$ cat src/rtl/ground_scheduler.sv
// Platform table scheduler: once per frame it scrolls the 16 platforms up,
// retires the ones that leave the top and spawns new ones from an LFSR.
module ground_scheduler #(
    parameter int unsigned SPAWN_INTERVAL = 32,
    parameter int unsigned Y_TOP          = 8,
    parameter int unsigned Y_SPAWN        = 479,
    parameter logic [15:0] LFSR_SEED      = 16'hACE1
) (
    input  logic              Clk,
    input  logic              Reset_n,
    input  logic              vsync,
    input  logic              enable,
    input  logic [2:0]        scroll_speed,
    output logic [15:0][28:0] info_ground,
    output logic              busy,
    output logic              frame_overrun
);

    typedef enum logic [1:0] {IDLE, SCROLL, SPAWN, DONE} state_t;

    localparam logic [7:0]  TMAX  = 8'(SPAWN_INTERVAL - 1);
    localparam logic [9:0]  YTOP  = 10'(Y_TOP);
    localparam logic [8:0]  YSPN  = 9'(Y_SPAWN);
    localparam logic [28:0] START = {10'd200, 9'd400, 10'd220};
    localparam logic [15:0][28:0] TABLE_RST = {{15{29'h0}}, START};

    state_t      state;
    state_t      state_nx;
    logic        vsync_q;
    logic        tick;
    logic [3:0]  idx;
    logic [2:0]  speed;
    logic [7:0]  timer;
    logic [15:0] lfsr;
    logic [28:0] cur;
    logic [28:0] scrolled;
    logic [28:0] spawned;
    logic        free_any;
    logic [3:0]  free_idx;

    assign tick = vsync & ~vsync_q;
    assign busy = (state != IDLE);

    always_ff @(posedge Clk or negedge Reset_n) begin
        if (!Reset_n) state <= IDLE;
        else          state <= state_nx;
    end

    always_comb begin
        state_nx = state;
        unique case (state)
            IDLE:    if (tick && enable) state_nx = SCROLL;
            SCROLL:  if (idx == 4'd15) state_nx = SPAWN;
            SPAWN:   state_nx = DONE;
            DONE:    state_nx = IDLE;
            default: state_nx = IDLE;
        endcase
    end

    // Retire when the row would cross the top threshold this frame.
    always_comb begin
        cur      = info_ground[idx];
        scrolled = cur;
        if (cur[28:19] != 10'd0) begin
            if ({1'b0, cur[18:10]} < YTOP + {7'd0, speed})
                scrolled = 29'h0;
            else
                scrolled[18:10] = cur[18:10] - {6'd0, speed};
        end
    end

    // Lowest free slot wins: scanning downward leaves the lowest hit last.
    always_comb begin
        free_any = 1'b0;
        free_idx = 4'd0;
        for (int i = 15; i >= 0; i--) begin
            if (info_ground[i][28:19] == 10'd0) begin
                free_any = 1'b1;
                free_idx = 4'(i);
            end
        end
    end

    assign spawned = {10'd32 + {4'd0, lfsr[14:10], 1'b0},
                      YSPN, {1'b0, lfsr[8:0]}};

    always_ff @(posedge Clk or negedge Reset_n) begin
        if (!Reset_n) begin
            vsync_q       <= 1'b0;
            idx           <= 4'd0;
            speed         <= 3'd0;
            timer         <= 8'd0;
            lfsr          <= LFSR_SEED;
            frame_overrun <= 1'b0;
            info_ground   <= TABLE_RST;
        end else begin
            vsync_q <= vsync;
            if (tick && busy) frame_overrun <= 1'b1;
            unique case (state)
                IDLE: begin
                    if (tick && enable) begin
                        idx   <= 4'd0;
                        speed <= scroll_speed;
                    end
                end
                SCROLL: begin
                    info_ground[idx] <= scrolled;
                    idx              <= idx + 4'd1;
                end
                SPAWN: begin
                    if (timer == TMAX) begin
                        if (free_any) begin
                            info_ground[free_idx] <= spawned;
                            timer                 <= 8'd0;
                        end
                    end else if (timer < TMAX) begin
                        timer <= timer + 8'd1;
                    end
                end
                DONE: begin
                    lfsr <= {lfsr[0] ^ lfsr[2] ^ lfsr[3] ^ lfsr[5],
                             lfsr[15:1]};
                end
                default: ;
            endcase
        end
    end

endmodule
$ cat config.mk
export PLATFORM = sky130hd
export DESIGN_NAME = ground_scheduler
export DESIGN_NICKNAME = d
export VERILOG_FILES = /design/src/rtl/ground_scheduler.sv
export SDC_FILE = /design/constraint.sdc
export NUM_CORES = 1
export LEC_CHECK = 0
export CAP_MARGIN = 20
export CELL_PAD_IN_SITES_DETAIL_PLACEMENT = 1
export CELL_PAD_IN_SITES_GLOBAL_PLACEMENT = 2
export CORE_MARGIN = 2
export CORE_UTILIZATION = 35
export CTS_BUF_LIST = sky130_fd_sc_hd__clkbuf_16
export DETAILED_ROUTE_END_ITERATION = 12
export PLACE_DENSITY_LB_ADDON = 0.1
export RECOVER_POWER = 25
export SYNTH_ARGS = -nofsm -noshare
export SYNTH_HDL_FRONTEND = slang
export SYNTH_SLANG_ARGS = --single-unit
export TNS_END_PERCENT = 100
$ cat constraint.sdc
create_clock -name Clk -period 5.55 [get_ports Clk]
set_input_delay 0.8325 -clock Clk [delete_from_list [all_inputs] [get_ports Clk]]
set_output_delay 0.8325 -clock Clk [all_outputs]
set_load 0.02 [all_outputs]
==> results_dict.tcl, run 1 <==
set metrics [dict create \
    power.share.combinational 0.461 \
    worstMarginPinSlew_ns 3.01 \
    path_clk_slew_ns 0.06 \
    track_usage 0.356 \
    switchingPower_uw 7300 \
    gp_congestion 0.974 \
    postPlaceCellArea_sq_mm 0.0315 \
    startpoint "idx[1]" \
    clockPowerShare 0.215 \
    p_int_uw 8840 \
    yosys.area.top_type "dfrtp_1" \
    crit_type "reg2reg" \
    critPathMaxStageDelay_ns 0.89 \
    timing.critical_path.buf_inv 3 \
    syn-cell-area_sq_mm 0.0251 \
    cts_made_buffers 56 \
    h-tree-depth 2 \
    start_kind "register" \
    post_cts_resized 0 \
    fmax_mhz 206 \
    synth-edff-count 0 \
    hpwl_um 93600 \
    dominantRegCellSynth "dfrtp_1" \
    die-area_sq_mm 0.0740 \
    drtIter0Drc 2686 \
    detail_route.wl_per_cell_um 36.7 \
    reg2reg_depth 12 \
    area_growth_pct 31.8 \
    core_area_sq_mm 0.0712 \
    port-buffer-count 472 \
    slew_viol_final 252 \
    seq_power_share 0.324 \
    syn_nets 2190 \
    hp-class "reg2reg" \
    rows 98 \
    critPathMaxFanout 42 \
    reg2reg_to "info_ground[270]" \
    die_y_um 272 \
    synth_warnings 0 \
    p_sw_frac 0.452 \
    grt_first_pass_wirelength_um 189000 \
    clock_latency_ns 0.63 \
    maxCapViolCount 3 \
    clock_skew_ns 0.0249 \
    synth_top_area_frac 0.478 \
    cpLargestDelayFamily "multiplexers" \
    fin_area_sq_mm 0.0331 \
    synthArstFlopShare 1.00 \
    violations "max-capacitance violations, max-slew violations" \
    drive_gt1_frac 0.170 \
    setup_viol 0 \
    p_leak_uw 0.0137 \
    ys_types 73 \
    finalHoldViolations 0 \
    grt_max_degree 121 \
    critPathCaptureType "register" \
    ff2ff_setup_slack_ns 0.71 \
    cp_data_arrival_time_ns 5.35 \
    crit_chain "buf_12 > mux4_2 > mux4_2 > ha_1 > a21o_1 > a21o_1 > a211o_1 > buf_4 > nor2_2 > nor2b_1 > buf_4 > mux2_2" \
    first_pass_iters 5 \
    grt_pass1_vias 24500 \
    clkSinkCount 499 \
    wl_um 133000 \
    avgSynthCellArea_sq_um 11.6 \
    initial_core_util 0.353 \
    post-cts-setup-buffers 0 \
    rsz0062_at_grt "false" \
    synth-seq-cells 499 \
    yosys-top-cells-count "480 x dfrtp_1, 203 x nor2_1, 157 x nand2_1" \
    period_minus_slack_ns 4.84 \
    finalNonFillerCells 3624 \
    maxSlewHeadroom -1.01 \
    worst_slack_ns 0.706 \
    viasPerCell 6.57 \
    cp.depth 12 \
    crit_path_end "info_ground[270]" \
    layout.nets 2648 \
    die_x_um 272 \
    place_inst 3517 \
    ioPinCount 473 \
    grt-ovfl-total 0 \
    vias 23800 \
    clockBufferDepth 3 \
    netlist_instances 2169 \
    fin_setup_tns_ns 0 \
    antenna_found_initial 1 \
    powerDensity_mw_per_mm2 487 \
    status "complete, but fails checks" \
    clockRootBuffer "clkbuf_16" \
    remaining_drc_errors 0 \
    ys_seq_area_frac 0.498 \
    cts_tree "yes" \
    postRouteAntennaNets 0 \
    yosysMostFrequentCell "dfrtp_1" \
    dp_slack_ns 0.751 \
    cp.required_ns 6.05 \
    post-route-period-util 0.873 \
    reg2reg_from "idx[1]" \
    slowest_stage "dfrtp_4" \
    n_fill_cell 7524 \
    hold_buffers 0 \
    peakVddDrop_uv 347 \
    synth_area_leaders "dfrtp_1 48%, mux4_2 12%, a221o_1 6.1%, nor2_1 3.0%, a22o_1 2.6%" \
]
## metrics by stage
| stage | util | total power [uW] | hold slack, ns |
|---|---|---|---|
| floorplan | - | 9220 | 0.445 |
| global placement | 0.442 | 12400 | 0.384 |
| detailed placement | 0.442 | 12600 | 0.390 |
| CTS | 0.465 | 16000 | 0.328 |
| global route | 0.465 | 16700 | 0.421 |
| finish | 0.465 | 16100 | 0.404 |
## power by group through the flow
stage	clock network, uW	logic, uW	registers (uW)
after floorplan	0	3990	5230
after global placement	0	7180	5250
after detailed placement	0	7310	5260
after CTS	3500	7330	5210
after global routing	3630	7790	5290
final	3470	7440	5240
## worst min-delay path by stage
stage | to | depth (start not counted) | from | slack, ns
after floorplan | timer[7] | 1 | timer[7] | 0.45
after global placement | timer[7] | 0 | timer[7] | 0.38
after detailed placement | timer[7] | 0 | timer[7] | 0.39
after CTS | lfsr[14] | 1 | Reset_n | 0.33
after global routing | timer[6] | 0 | timer[6] | 0.42
final | timer[7] | 0 | timer[7] | 0.40
## kinds of logic after synthesis
kind of cell | Yosys count | share of synthesized area
AO/OA/AOI/OAI | 678 | 0.216
XOR/XNOR | 6 | 0.00209
adder cells (fa/ha/maj) | 14 | 0.00727
buffers and inverters | 246 | 0.0414
flip-flops | 499 | 0.498
multiplexers | 161 | 0.131
AND/OR/NAND/NOR | 565 | 0.104
## cell type report
| class | instances | area (sq um) | area share |
|---|---|---|---|
| Sequential cell | 499 | 12500 | 0.378 |
| Clock inverter | 46 | 214 | 0.00646 |
| Clock buffer | 57 | 1430 | 0.0431 |
| Timing Repair Buffer | 615 | 5930 | 0.179 |
| Antenna cell | 2 | 5.00 | 0.000151 |
| Tap cell | 950 | 1190 | 0.0359 |
| Multi-Input combinational cell | 1424 | 11700 | 0.354 |
| Inverter | 31 | 116 | 0.00351 |
## flip-flops by register name, summed over array words and instances, names as in the netlist
signal	count
info_ground	464
lfsr	16
timer	8
idx	4
speed	3
state	2
frame_overrun	1
vsync_q	1
## cells in the final DEF (no fill, tap or decap), types with 12 or more instances in the layout
| cell type | Yosys | routed |
|---|---|---|
| mux4_2 | 132 | 132 |
| o31ai_1 | 13 | 12 |
| dfstp_2 | 19 | 19 |
| nor4_1 | 30 | 30 |
| o21ai_2 | 9 | 13 |
| a21oi_1 | 48 | 41 |
| ha_1 | 13 | 13 |
| buf_4 | 4 | 129 |
| o2bb2ai_1 | 44 | 44 |
| nand3_1 | 28 | 28 |
| mux2_2 | 25 | 25 |
| o22ai_1 | 14 | 14 |
| clkdlybuf4s50_1 | 0 | 470 |
| and2_1 | 18 | 18 |
| a22o_1 | 76 | 76 |
| nor3_1 | 40 | 37 |
| clkbuf_16 | 0 | 57 |
| dfrtp_1 | 480 | 477 |
| a21o_1 | 13 | 13 |
| nor2_1 | 203 | 197 |
| a22oi_1 | 71 | 71 |
| a21oi_2 | 5 | 12 |
| nand2_1 | 157 | 156 |
| clkinv_1 | 1 | 20 |
| inv_1 | 30 | 47 |
| nand4_1 | 13 | 13 |
| o21ai_0 | 102 | 97 |
| nor2b_1 | 40 | 39 |
| a2bb2oi_1 | 51 | 51 |
| a221o_1 | 154 | 154 |
## routing by layer
metal | up-vias | part of all wire | GRT usage
li1 | 9303 | - | -
met3 | 345 | 0.10 | 0.0901
met5 | - | 0.00094 | 0.0116
met4 | 2 | 0.047 | 0.147
met1 | 12700 | 0.40 | 0.476
met2 | 1462 | 0.45 | 0.551
(Power assumes the default switching activity.)
==> inputs of run 2 (changes only) <==
--- a/config.mk
+++ b/config.mk
@@ -5,6 +5,7 @@
 export SDC_FILE = /design/constraint.sdc
 export NUM_CORES = 1
 export LEC_CHECK = 0
+export ABC_CLOCK_PERIOD_IN_PS = 5550
 export CAP_MARGIN = 20
 export CELL_PAD_IN_SITES_DETAIL_PLACEMENT = 1
 export CELL_PAD_IN_SITES_GLOBAL_PLACEMENT = 2
==> results of run 2 <==
The final DEF is identical to that of run 1; final timing and power are the same.
